$ cat src/rtl/display_scan_mux.sv
// Purpose: time-multiplexed 7-segment driver with tear-free double-buffered digits, leading-zero blanking and per-digit blink.
// Latency: hex/dig_sel registered, 1 cycle after idx/shadow/phase; new numbers shown from the frame after the next wrap.
// Backpressure: none; load is always accepted, and the last load before a wrap wins.
module display_scan_mux #(
    parameter int DIGITS    = 4,
    parameter int SCAN_DIV  = 50000,
    parameter int BLINK_DIV = 250
) (
    input  logic                  clk,
    input  logic                  rst_n,
    input  logic                  load,
    input  logic [4*DIGITS-1:0]   numbers,
    input  logic                  blank_lz,
    input  logic [DIGITS-1:0]     blink_en,
    output logic [6:0]            hex,
    output logic [DIGITS-1:0]     dig_sel,
    output logic                  frame_done
);

    localparam int PW = (SCAN_DIV  > 1) ? $clog2(SCAN_DIV)  : 1;
    localparam int IW = (DIGITS    > 1) ? $clog2(DIGITS)    : 1;
    localparam int BW = (BLINK_DIV > 1) ? $clog2(BLINK_DIV) : 1;

    localparam logic [PW-1:0]     PRESC_MAX = PW'(SCAN_DIV - 1);
    localparam logic [IW-1:0]     IDX_MAX   = IW'(DIGITS - 1);
    localparam logic [BW-1:0]     BLINK_MAX = BW'(BLINK_DIV - 1);
    localparam logic [DIGITS-1:0] SEL_ONE   = DIGITS'(1);

    logic [PW-1:0]         presc;
    logic                  tick;
    logic                  wrap_tick;
    logic [IW-1:0]         idx;
    logic [BW-1:0]         bcnt;
    logic                  phase;
    logic                  pending;
    logic [4*DIGITS-1:0]   staging;
    logic [4*DIGITS-1:0]   shadow;
    logic [3:0]            digit_code [DIGITS];
    logic [DIGITS-1:0]     lz_blank;
    logic                  blank_now;

    // Segment patterns, active low, one per digit code; codes 11..15 are blank.
    function automatic logic [6:0] seg_decode(input logic [3:0] code);
        logic [6:0] seg;
        case (code)
            4'd0:    seg = 7'b0000001;
            4'd1:    seg = 7'b1001111;
            4'd2:    seg = 7'b0010010;
            4'd3:    seg = 7'b0000110;
            4'd4:    seg = 7'b1001100;
            4'd5:    seg = 7'b0100100;
            4'd6:    seg = 7'b0100000;
            4'd7:    seg = 7'b0001101;
            4'd8:    seg = 7'b0000000;
            4'd9:    seg = 7'b0000100;
            4'd10:   seg = 7'b1111110;
            default: seg = 7'b1111111;
        endcase
        return seg;
    endfunction

    assign tick      = (presc == PRESC_MAX);
    assign wrap_tick = tick && (idx == IDX_MAX);

    // Slot prescaler, digit index scan and the end-of-frame pulse.
    always_ff @(posedge clk or negedge rst_n) begin
        if (!rst_n) begin
            presc      <= '0;
            idx        <= '0;
            frame_done <= 1'b0;
        end else begin
            presc      <= tick ? '0 : presc + 1'b1;
            frame_done <= wrap_tick;
            if (tick) begin
                idx <= (idx == IDX_MAX) ? '0 : idx + 1'b1;
            end
        end
    end

    // Blink phase flips every BLINK_DIV scan ticks.
    always_ff @(posedge clk or negedge rst_n) begin
        if (!rst_n) begin
            bcnt  <= '0;
            phase <= 1'b0;
        end else if (tick) begin
            if (bcnt == BLINK_MAX) begin
                bcnt  <= '0;
                phase <= ~phase;
            end else begin
                bcnt <= bcnt + 1'b1;
            end
        end
    end

    // Double buffer: loads land in staging, shadow only changes at a frame wrap so a frame never tears.
    always_ff @(posedge clk or negedge rst_n) begin
        if (!rst_n) begin
            staging <= '1;
            shadow  <= '1;
            pending <= 1'b0;
        end else begin
            if (load) begin
                staging <= numbers;
            end
            if (wrap_tick) begin
                pending <= 1'b0;
                if (load) begin
                    shadow <= numbers;
                end else if (pending) begin
                    shadow <= staging;
                end
            end else if (load) begin
                pending <= 1'b1;
            end
        end
    end

    // Split shadow into digits and mark digits covered by a run of leading zeros from the top.
    always_comb begin
        logic all_zero;
        all_zero = 1'b1;
        lz_blank = '0;
        for (int i = 0; i < DIGITS; i++) begin
            digit_code[i] = shadow[4*i +: 4];
        end
        for (int i = DIGITS - 1; i >= 1; i--) begin
            all_zero    = all_zero && (digit_code[i] == 4'h0);
            lz_blank[i] = all_zero;
        end
    end

    assign blank_now = (blank_lz && lz_blank[idx]) || (phase && blink_en[idx]);

    // Registered segment and digit-select outputs, updated together.
    always_ff @(posedge clk or negedge rst_n) begin
        if (!rst_n) begin
            hex     <= 7'b1111111;
            dig_sel <= '1;
        end else begin
            hex     <= blank_now ? 7'b1111111 : seg_decode(digit_code[idx]);
            dig_sel <= ~(SEL_ONE << idx);
        end
    end

endmodule

$ cat config.mk
export PLATFORM = sky130hd
export DESIGN_NAME = display_scan_mux
export DESIGN_NICKNAME = d
export VERILOG_FILES = /design/src/rtl/display_scan_mux.sv
export SDC_FILE = /design/constraint.sdc
export NUM_CORES = 1
export LEC_CHECK = 0
export CAP_MARGIN = 10
export CORE_MARGIN = 1.5
export CORE_UTILIZATION = 50
export DETAILED_ROUTE_END_ITERATION = 8
export GPL_TIMING_DRIVEN = 0
export PLACE_DENSITY = 0.74
export SLEW_MARGIN = 15
export SYNTH_ARGS = -nofsm -noshare
export SYNTH_HDL_FRONTEND = slang
export SYNTH_SLANG_ARGS = --single-unit
$ cat constraint.sdc
create_clock -name clk -period 4.8 [get_ports clk]
set_input_delay 0.96 -clock clk [delete_from_list [all_inputs] [get_ports clk]]
set_output_delay 0.96 -clock clk [all_outputs]
set_load 0.01 [all_outputs]
== After elaboration in Yosys (flattened, before gate mapping) ==
Memories as Yosys holds them, arrays and structs flattened.
Cells that the tools add are included.
Word-level totals
  bits in registers: 72
  input bits: 24
  memory bits (read-only): 112
  memories kept: 1
  logic and storage cells: 51
  output and inout bits: 12
Memories
  (no name shown): depth 16, width 7, rd ports 1, clocked after Yosys merged registers in 0, write ports 0, line 45  | case (code)
Cells by class
  shift-type cells: 1
  reductions and logical operators: 13
  eq/ne operators: 3
  muxes and demuxes: 15
  magnitude comparators: 2
  bitwise operators: 3
  add/sub/neg operators: 3
Operators with widths (number)
  $mux 16: 3
  $add 16x1->16 const B: 1
  $eq 16x16->1 const B: 1
  $logic_not 4->1: 3
  $add 8x1->8 const B: 1
  $bmux 4 s2: 1
  $eq 8x8->1 const B: 1
  $mux 4: 2
  $mux 8: 1
  $mux 7: 1
  $logic_and 1x1->1: 5
  $bmux 1 s2: 2
  $mux 1: 4
  $not 4->4: 1
  $reduce_and 2->1: 2
  $reduce_bool 2->1: 2
  $shl 1x2->4 const A: 1
  $ge 3x3->1 const B: 1
  $lt 2x3->1 const B: 1
  $not 2->3: 1
  $add 2x1->2 const B: 1
  $eq 2x2->1 const B: 1
  $mux 2: 1
  $logic_or 1x1->1: 1
  $not 1->1: 1

== Depth between registers and ports, before layout ==
Gate-level depths: netlist of run 1.
  depth after elaboration: 8
  depth in mapped cells: 8
  mapped depth without buffers: 7

== Least setup slack after synthesis of run 1 ==
No wires, ideal clock.
  kind: reg2reg
  start point: register presc[12]
  end point: register shadow[0]
  library setup time: 82 ps
  cell stages (with the launch flop): 7
  path slack: 2332 ps
  path buffers: 2
  data arrival time: 2386 ps
  required time: 4718 ps
  path through: dfrtp_1 > or4bb_1 > or4_4 > or3_1 > buf_6 > buf_8 > mux2_4
On the way
  cells in the longest elaborated chain, start to end: 3
RTL lines
  start: declaration: line 29  | logic [PW-1:0] presc;
  start signal: assignment: line 72  | presc <= tick ? '0 : presc + 1'b1;
  $eq 16x16->1: line 62  | assign tick = (presc == PRESC_MAX);
  $logic_and 1x1->1: line 63  | assign wrap_tick = tick && (idx == IDX_MAX);
  $reduce_and 2->1 (no line)
  end signal: assignment: line 108  | shadow <= numbers;
  end signal: assignment: line 110  | shadow <= staging;
  end: declaration: line 37  | logic [4*DIGITS-1:0] shadow;
Every way passes these cells.
A chain may end at the register's enable or synchronous reset.

== Final worst setup path of run 1 ==
  start point: register presc[12]
  end point: register shadow[1]
The elaborated chain is that of the path after synthesis.

==> results_dict.tcl, run 1 <==
set metrics [dict create \
    synth_fp_nets 314 \
    synth_area_leaders "dfstp_2 33%, dfrtp_1 21%, mux2_2 7.5%, ha_1 4.3%, mux2_4 4.3%" \
    numClockSinks 72 \
    wl_per_cell_microns 15.25 \
    htree_levels 3 \
    diodes 0 \
    final.setup.tns_ns 0 \
    finalClockSkew_ns 0.009374 \
    wl_microns 6238 \
    drc 0 \
    vias_per_cell 5.601 \
    syn_inst 278 \
    netlist_area_sq_um 3453 \
    pwr_density_cell_nw_per_um2 295.7 \
    final-instance-count-excl-fill 409 \
    leakage_uw 0.001671 \
    critPathRequiredTime_ns 5.08 \
    die_area_sq_um 7414 \
    ios 36 \
    maxSlewHeadroom_pct 45.67 \
    finalMaxSlewViolations 0 \
    vias 2291 \
    rsz0062_at_grt "false" \
    report.final.hold_viol_count 0 \
    worst-path-max-fanout 10 \
    async_flop_share_pct 100.0 \
    ff2ff_path_depth 6 \
    ant_nets 0 \
    drt-pass1-iter-count 4 \
    ir_drop_uv 175.4 \
    syn_avg_cell_area_sq_um 12.42 \
    n_fill_cell 544 \
    max_clock_freq_ghz 0.3792 \
    synth-main-ff-cell "dfstp_2" \
    cts_resized 0 \
    track_usage_pct 19.68 \
    cts_root_buf "clkbuf_8" \
    core-area_sq_um 6719 \
    io_buffer_count 34 \
    cts_buffers 9 \
    dp.cells 393 \
    synth_area_leader_cell "dfstp_2" \
    gp_congestion 0.8215 \
    startpoint_type "flop" \
    period_share_pct 54.94 \
    synth_edf_count 0 \
    grt_max_degree 43 \
    worst_pin_slew_ns 0.8082 \
    overflow 0 \
    ys_ff_latch 72 \
    timing.final.ws_setup_ns 2.163 \
    period_needed_ns 2.637 \
    synth_warnings 0 \
    min_path_cells 1 \
    maxCapViolations 0 \
    drt-initial-drc-count 77 \
    min_path_type "reg2reg" \
    clkTransAtPathRegs_ns 0.08 \
    fin_nets 360 \
    cts_setup_buffers 0 \
    end_kind "flop" \
    status "finished clean" \
    clock_latency_ns 0.35 \
    grt_first_pass_wirelength_microns 11120 \
    dpl.hpwl_microns 4453 \
    syn2layout_area_growth_pct 19.13 \
    ys_seq_area_share_pct 53.73 \
    grt_pass1_vias 2369 \
    clk_path_buf_depth 2 \
    cp_data_arrival_time_ns 2.92 \
    post-place-ws_ns 2.162 \
    hold_buffers 0 \
    ys_types 41 \
    rows 30 \
    antenna_found_initial 0 \
    crit_type "reg2reg" \
    die_h_microns 86.11 \
    die_x_microns 86.11 \
    cts_tree "yes" \
    drive_above_1_share_pct 31.91 \
    synth.top_cell.area_share_pct 32.72 \
    start_util_pct 51.40 \
    setup_viol 0 \
]
==> flip-flops by register name, indices dropped and copies added (netlist names) <==
| name | cells |
|---|---|
| phase | 1 |
| pending | 1 |
| presc | 16 |
| frame_done | 1 |
| staging | 16 |
| hex | 7 |
| bcnt | 8 |
| shadow | 16 |
| dig_sel | 4 |
| idx | 2 |
==> synthesized netlist by cell type (10+ instances only) <==
library cell and n:
nand3_1 15, dfrtp_1 29, mux2_4 10, nor2_1 16, o21ai_0 15, mux2_2 23
xnor2_1 10, dfstp_2 43, nand2_1 11, inv_1 17, ha_1 12
==> path summary, 6_finish.rpt <==
kind	start	end	slack [ns]
hold / removal	phase	phase	0.49
max in group asynchronous	rst_n	dig_sel[3]	3.66
min in group asynchronous	rst_n	staging[6]	0.82
setup reg to reg	presc[12]	shadow[1]	2.16
hold reg to reg	phase	phase	0.49
setup / recovery	presc[12]	shadow[1]	2.16
==> metrics by stage <==
step,power [uW],util [%],hold slack [ns],instance area [sq um]
2_1_floorplan,713.2,-,0.4415,3453
3_3_place_gp,760.0,57.95,0.4638,3894
3_5_place_dp,765.6,58.31,0.4744,3918
4_1_cts,1235,61.23,0.4883,4114
5_1_grt,1276,61.23,0.5131,4114
6_report,1216,61.23,0.4857,4114
==> kinds of logic after synthesis <==
kind of cell    share of synthesized area (%)
simple gates                            12.50
flops                                   53.73
mux                                     15.76
compound gates                          5.978
buf+inv                                 3.370
xor+xnor                                4.312
fa+ha+maj                               4.348
==> final cells by class <==
cell class | count | area (sq um) | area share [%]
buffer | 9 | 52.55 | 1.277
clock buffer | 10 | 148.9 | 3.619
clock inverter | 6 | 47.55 | 1.156
sequential | 72 | 1856 | 45.10
multi-input combinational | 180 | 1488 | 36.16
inverter | 17 | 63.81 | 1.551
timing repair buffer | 35 | 357.8 | 8.698
tap | 80 | 100.1 | 2.433
==> layer usage <==
| layer | vias to the layer above | routed length (microns) | track usage [%] |
|---|---|---|---|
| met5 | - | 0 | 0 |
| met4 | 0 | 119 | 7.478 |
| met3 | 12 | 247 | 4.620 |
| met2 | 51 | 2984 | 31.35 |
| met1 | 1150 | 2887 | 26.35 |
| li1 | 1078 | - | - |
==> worst max-delay path: stages (launching register included) <==
cell and delay, ns:
dfrtp_1 0.43, or4bb_1 0.57, or4_4 0.58, or3_1 0.38, buf_6 0.16, buf_8 0.15, mux2_4 0.30
==> power breakdown <==
part           leakage, uW  internal (uW)  total (uW)  switching (uW)
combinational     0.000741           55.6        95.2            39.6
sequential        0.000835            648         658            10.2
clock            0.0000950            224         463             240
total              0.00167            927        1220             290
==> cell usage in the layout (no fill, tap or decap), types with 2 or more instances in the layout <==
master           netlist  routed
inv_1                 17      17
o31ai_1                3       3
nand3b_1               2       2
nor2b_1                2       2
mux4_2                 6       6
dfrtp_1               29      29
xor2_1                 7       7
mux2_2                23      23
a21oi_1                6       6
nand3_1               15      15
and3_1                 2       2
clkbuf_8               0       9
nand2_1               11      11
mux2_4                10      10
clkinvlp_4             0       2
or3_1                  3       3
ha_1                  12      12
xnor2_1               10      10
clkbuf_1               7       7
o211ai_1               3       3
nor3_1                 3       3
dfstp_2               43      43
nand4_1                6       6
a21o_1                 3       3
o21ai_0               15      15
inv_6                  0       2
nor2_1                16      16
clkdlybuf4s50_1        0      33
nor4_1                 7       6
and2_1                 2       2
No activity file was read; power rests on OpenSTA's default activity.
==> inputs of run 2 (changes only) <==
- clock period: 4.8 -> 2.6 ns (I/O delays scaled with it)
==> results_dict.tcl, run 2 (synthesis results as in run 1) <==
set metrics [dict create \
    diodes 0 \
    hold_buffers 0 \
    ant_nets 0 \
    io_buffer_count 34 \
    grt_pass1_vias 2398 \
    cts_tree "yes" \
    path_buf_inv 2 \
    setup_viol 0 \
    die_area_sq_um 7414 \
    drc 0 \
    crit_type "reg2reg" \
    cts_buffers 9 \
    dpl.hpwl_microns 4453 \
    ir_drop_uv 323.9 \
    die_h_microns 86.11 \
    wl_microns 6482 \
    fin_nets 366 \
    worst_pin_slew_ns 0.5134 \
    largestRegisters "presc x16, shadow x16, staging x16" \
    die_x_microns 86.11 \
    period_needed_ns 2.550 \
    finalClockSkew_ns 0.009199 \
    htree_levels 3 \
    crit_family "simple AND/OR/NAND/NOR gates" \
    clkTransAtPathRegs_ns 0.08 \
    ios 36 \
    numClockSinks 72 \
    gp_congestion 0.8215 \
    timing.final.ws_setup_ns 0.04990 \
    layout_commonest_cell "dfstp_2" \
    drive_above_1_share_pct 34.03 \
    vias_per_cell 5.663 \
    leakage_uw 0.001718 \
    rows 30 \
    min_path_type "in2async" \
    grt_max_degree 43 \
    clock_latency_ns 0.35 \
    cp_data_arrival_time_ns 2.83 \
    track_usage_pct 19.91 \
    worst-path-max-fanout 10 \
    post-place-ws_ns -0.03838 \
    cts_root_buf "clkbuf_8" \
    startpoint_type "flop" \
    drt-pass1-iter-count 6 \
    finish.utilization_pct 62.16 \
    end_kind "flop" \
    status "finished clean" \
    period_share_pct 98.08 \
    maxSlewHeadroom_pct 65.52 \
    max_clock_freq_ghz 0.3921 \
    cpMaxStageDelayCell "or4b_4" \
    antenna_found_initial 0 \
    syn2layout_area_growth_pct 20.94 \
    start_util_pct 51.40 \
    vias 2350 \
    critPathRequiredTime_ns 2.88 \
    grt_first_pass_wirelength_microns 11240 \
    layout_common_cells "43 x dfstp_2, 33 x clkdlybuf4s50_1, 28 x dfrtp_1, 23 x mux2_2, 17 x inv_1" \
    pwr_density_cell_nw_per_um2 538.1 \
    finalMaxSlewViolations 0 \
    maxCapViolations 0 \
    clk_path_buf_depth 2 \
    report.final.hold_viol_count 0 \
    core-area_sq_um 6719 \
    crit_chain "or4b_4 > or4_4 > or3_1 > buf_6 > buf_8 > mux2_4" \
    slowest_delay_ns 0.55 \
    overflow 0 \
    wl_per_cell_microns 15.62 \
    rsz0062_at_grt "false" \
    drt-initial-drc-count 95 \
]
==> run 2: metal layers <==
metal	vias up	share of wire, %	GRT usage (%)
met1	1189	46	26.61
met4	0	2.1	7.478
met3	14	3.9	4.620
li1	1094	-	-
met2	53	48	31.85
met5	-	0	0
==> run 2: report_power, final <==
group | internal, uW | total [uW] | switching [uW]
registers | 1200 | 1210 | 19.0
logic | 103 | 176 | 73.3
clock network | 413 | 857 | 444
total | 1710 | 2250 | 537
==> run 2: per-stage QoR <==
| stage | std cells | cell area (sq um) | hold slack, ns | total power, uW | setup TNS (ns) |
|---|---|---|---|---|---|
| 3_3_place_gp | 392 | 3894 | 0.4638 | 1403 | -58.20 |
| 4_1_cts | 413 | 4144 | 0.3878 | 2280 | 0 |
| 5_1_grt | 415 | 4177 | 0.4236 | 2356 | 0 |
| 6_report | 415 | 4177 | 0.3848 | 2247 | 0 |
| 3_5_place_dp | 393 | 3918 | 0.4744 | 1413 | -0.3092 |
| 2_1_floorplan | 278 | 3453 | 0.2244 | 1317 | 0 |
==> run 2: worst paths after layout <==
path / from / end / slack, ns / depth (start not counted)
max in group asynchronous: rst_n / dig_sel[3] / 1.90 / 2
worst max-delay path: presc[7] / shadow[1] / 0.05 / 6
worst min-delay path: rst_n / staging[6] / 0.38 / 1
worst min register to register: phase / phase / 0.49 / 1
min in group clk: phase / phase / 0.49 / 1
worst max register to register: presc[7] / shadow[1] / 0.05 / 6
==> run 2: area by class of cell <==
class,instances,area (sq um)
clock inverter,6,47.55
inverter,17,63.81
clock buffer,10,148.9
tap,80,100.1
timing repair buffer,41,402.9
fill,542,2542
multi-input combinational,180,1504
buffer,9,52.55
sequential,72,1857
==> run 2: repair_timing <==
action / in CTS / in global routing
gates resized for setup: 0 / 4
buffers inserted: 4 / 2
pin swaps: 1 / 1
setup endpoints to repair: 10 / 19
